$ cat config.mk
export PLATFORM = sky130hd
export DESIGN_NAME = pixel_sweep_scheduler
export DESIGN_NICKNAME = d
export VERILOG_FILES = /design/src/rtl/pixel_sweep_scheduler.sv
export SDC_FILE = /design/constraint.sdc
export NUM_CORES = 1
export LEC_CHECK = 0
export BUFFER_PORTS_ARGS = -buffer_cell sky130_fd_sc_hd__buf_4
export CORE_MARGIN = 4
export CORE_UTILIZATION = 34
export DETAILED_ROUTE_END_ITERATION = 6
export GPL_TIMING_DRIVEN = 0
export SKIP_LAST_GASP = 1
export SYNTH_ARGS = -nofsm -noshare
export SYNTH_HDL_FRONTEND = slang
export SYNTH_SLANG_ARGS = --single-unit
$ cat constraint.sdc
create_clock -name clock -period 5.6 [get_ports clock]
set_input_delay 0.56 -clock clock [delete_from_list [all_inputs] [get_ports clock]]
set_output_delay 0.56 -clock clock [all_outputs]
set_load 0.02 [all_outputs]
$ cat src/rtl/pixel_sweep_scheduler.sv
// Round-robin owner arbitration for a single full-frame pixel sweep engine.
// Walks x/y plus a running linear address, one write strobe per accepted pixel.
module pixel_sweep_scheduler #(
  parameter int H_PIXELS = 160,
  parameter int V_PIXELS = 120,
  parameter int XBITS    = 8,
  parameter int YBITS    = 7,
  parameter int ABITS    = 15
) (
  input  logic             clock,
  input  logic             resetN,
  input  logic [2:0]       req,
  input  logic             stall,
  output logic [2:0]       grant,
  output logic             busy,
  output logic [XBITS-1:0] x,
  output logic [YBITS-1:0] y,
  output logic [ABITS-1:0] addr,
  output logic             wren,
  output logic             done,
  output logic [1:0]       done_id
);

  localparam logic [1:0] IDLE  = 2'd0;
  localparam logic [1:0] GRANT = 2'd1;
  localparam logic [1:0] SWEEP = 2'd2;
  localparam logic [1:0] DONE  = 2'd3;

  logic [1:0] state;
  logic [1:0] last;
  logic [1:0] gidx;
  logic [1:0] pick;
  logic       any_req;
  logic       granted_req;
  logic       last_pix;
  logic       x_wrap;

  assign any_req     = |req;
  assign granted_req = |(req & grant);
  assign x_wrap      = (x == XBITS'(H_PIXELS - 1));
  assign last_pix    = x_wrap && (y == YBITS'(V_PIXELS - 1));

  assign busy    = (state != IDLE);
  assign wren    = (state == SWEEP) && !stall;
  assign done    = (state == DONE);
  assign done_id = done ? gidx : 2'd0;

  // Search starts one past the last served index and wraps.
  always_comb begin
    pick = 2'd0;
    case (last)
      2'd0: begin
        if (req[1])      pick = 2'd1;
        else if (req[2]) pick = 2'd2;
        else             pick = 2'd0;
      end
      2'd1: begin
        if (req[2])      pick = 2'd2;
        else if (req[0]) pick = 2'd0;
        else             pick = 2'd1;
      end
      default: begin
        if (req[0])      pick = 2'd0;
        else if (req[1]) pick = 2'd1;
        else             pick = 2'd2;
      end
    endcase
  end

  always_ff @(posedge clock or negedge resetN) begin
    if (!resetN) begin
      state <= IDLE;
      grant <= 3'b000;
      gidx  <= 2'd0;
      last  <= 2'd2;
    end else begin
      case (state)
        IDLE: begin
          if (any_req) begin
            state <= GRANT;
            grant <= 3'b001 << pick;
            gidx  <= pick;
          end
        end
        GRANT: begin
          if (!granted_req) begin
            state <= IDLE;
            grant <= 3'b000;
            last  <= gidx;
          end else begin
            state <= SWEEP;
          end
        end
        SWEEP: begin
          // A dropped request wins over completion: the owner gave up the frame.
          if (!granted_req) begin
            state <= IDLE;
            grant <= 3'b000;
            last  <= gidx;
          end else if (!stall && last_pix) begin
            state <= DONE;
          end
        end
        default: begin
          state <= IDLE;
          grant <= 3'b000;
          last  <= gidx;
        end
      endcase
    end
  end

  always_ff @(posedge clock or negedge resetN) begin
    if (!resetN) begin
      x    <= '0;
      y    <= '0;
      addr <= '0;
    end else if (state == SWEEP) begin
      if (wren && !last_pix) begin
        if (x_wrap) begin
          x <= '0;
          y <= y + 1'b1;
        end else begin
          x <= x + 1'b1;
        end
        addr <= addr + 1'b1;
      end
    end else begin
      x    <= '0;
      y    <= '0;
      addr <= '0;
    end
  end

endmodule
==> results.toml <==
[outcome]
status = "finished, final reports clean"

[synth]
synthDistinctLibCells = 49
yosysSeqAreaShare_pct = 43.6
synth_edf_count = 0
synth_largest_area_cell = "dfrtp_1"
synth_fp_nets = 238
ys_async_sr_fraction_pct = 100
synth.top_cell.area_share_pct = 42.4
synth_area_um2 = 2240
synth_ff_type = "dfrtp_1"
ys_seq_elements = 39
syn-mean-instance-area_um2 = 9.97
synth_cells = 225
synthTopCellsByCount = "38 x dfrtp_1, 18 x a21oi_1, 17 x nand2_1, 14 x nor2_1"
yosysMostFrequentCell = "dfrtp_1"
ys_top_cells_by_area = "dfrtp_1 42%, a21oi_1 4.0%, mux2i_1 4.0%"
synth_warnings = 0

[route]
vias = 1919
via_per_inst = 5.44
first_pass_iters = 5
ant_nets = 0
drt-total-wl_mm = 5.39
drc_errors = 0
drt-initial-drc-count = 83
wl_per_cell_um = 15.3

[global_route]
grt_first_pass_wirelength_mm = 9.14
grt_max_degree = 40
antenna_found_initial = 0
overflow = 0
grt_pass1_vias = 1863
grt_use_total_pct = 14.8

[worst_setup_path]
cpPeakStageDelay_ps = 410
critPathRequiredTime_ps = 5040
endpoint_kind = "output port"
crit_path_start = "state[0]$_DFFE_PN0P_"
critical_path.max_fanout = 7
arrival_ps = 1560
path_common_cell = "inv_1"
worstSetupStartpointType = "flip-flop"
path_cells = "inv_1, ha_1, nand2b_1, inv_1, buf_4"
cpMaxStageDelayCell = "dfrtp_1"
worstSetupPathType = "reg2out"
timing.rr.start = "state[0]$_DFFE_PN0P_"

[timing]
slew_viol_final = 0
clock.fmax_mhz = 471
max-slew-margin-rel_pct = 64.3
fin_crit_sh_pct = 37.9
final.setup.tns_ps = 0
finalHoldViolations = 0
tightestPinTransition_ps = 535
timing.hold.ws_ps = 234
worst_clock_skew_ps = 9.41
setup_viol = 0
period_minus_slack_ps = 2120
setup_slack_ps = 3480
rsz0062_at_grt = "false"

[place]
io_buffers = 43
preCtsSetupSlack_ps = 3480
dpl_cell_area_um2 = 2660
place_congestion = 0.794
post-place-cells = 345
dp_hpwl_mm = 3.86

[die]
dieArea_um2 = 7960
rows = 29
die_h_um = 89.2
core_area_um2 = 6390
num_io_pins = 44
start_util_pct = 35.1
die_x_um = 89.2

[clocking]
cts.sinks = 39
cts_setup_buffers = 0
clk_pin_slew_worst_paths_ps = 90
htreeDepth = 2
cts_tree = "yes"
ctsResizeCount = 0
ctsRootBufferMaster = "clkbuf_8"
clockBufferDepth = 2
clock_latency_ps = 300
cts_made_buffers = 5
cts_hold_buffers = 0

[power_and_ir_drop]
power_density_nw_per_um2 = 302
irDropWorstVdd_v = 0.000180
p_leak_nw = 1.22
total_power_mw = 0.837

[final_layout]
fin_util_pct = 43.4
num_antenna_cells = 0
final_nets = 288
area_delta_synth_final_pct = 23.7
stdcell_count = 353
fin_area_um2 = 2770
drive_above_1_share_pct = 22.5

[hold_path]
min_path_type = "in2async"

[job]
drv_cap = 0
where the power goes:
group          internal, mW  switching [mW]
combinational        0.0990           0.153
sequential            0.316          0.0293
clock                 0.133           0.107
total                 0.547           0.289
layout by cell type, fill, tap and decap left out, drive strengths merged, types with 3 or more instances in the layout:
cell type / Yosys / layout
nand2b: 5 / 5
inv: 9 / 9
nand2: 17 / 17
mux2i: 9 / 9
o31ai: 10 / 10
nor2: 14 / 14
or3: 10 / 10
ha: 7 / 7
nor4: 4 / 4
nand3: 10 / 10
nor3: 5 / 5
xnor2: 4 / 4
nand3b: 3 / 3
buf: 3 / 46
a21oi: 18 / 18
and4: 3 / 3
clkbuf: 3 / 8
dfrtp: 38 / 38
o21ai: 12 / 12
or4: 7 / 7
nand4: 3 / 3
worst paths after layout:
| kind | cells past startpoint | slack [ps] | to |
|---|---|---|---|
| setup / recovery | 5 | 3480 | wren |
| hold / removal | 1 | 230 | x[0]$_DFFE_PN0P_ |
| setup reg to reg | 6 | 3520 | addr[14]$_DFFE_PN0P_ |
| hold reg to reg | 1 | 480 | addr[14]$_DFFE_PN0P_ |
| max in group asynchronous | 1 | 4990 | last[1]$_DFFE_PN1P_ |
| min in group clock | 1 | 480 | addr[14]$_DFFE_PN0P_ |
flip-flops by register name, indices dropped and copies added (netlist names):
name / count
gidx: 2
state: 2
grant: 3
addr: 15
last: 2
y: 7
x: 8
layer usage:
metal / wire length (um) / up-vias / global-route usage [%]
li1: - / 950 / -
met1: 2510 / 915 / 20.8
met2: 2510 / 49 / 22.4
met3: 278 / 5 / 3.13
met4: 80 / 0 / 5.28
met5: 0 / - / 0
critical path: cells and delay by family (launching register included):
kind,cells,cell delay [ps]
AND/OR/NAND/NOR,1,200
buffers and inverters,3,360
flip-flops,1,410
adder cells (fa/ha/maj),1,300
kinds of logic after synthesis:
| logic type | share of synthesized area, % |
|---|---|
| AND/OR/NAND/NOR | 26.5 |
| AO/OA/AOI/OAI | 15.5 |
| flip-flops | 43.6 |
| buffers and inverters | 3.24 |
| multiplexers | 5.02 |
| adder cells (fa/ha/maj) | 3.91 |
| XOR/XNOR | 2.34 |
final cells by class:
cell class                 instances  area (um^2)
timing repair buffer              43          323
inverter                           9         33.8
tap                               77         96.3
sequential                        39          977
clock buffer                       5         68.8
multi-input combinational        171         1190
fill                             647         3610
clock inverter                     3         43.8
buffer                             6         38.8
No activity file was read; power rests on OpenSTA's default activity.
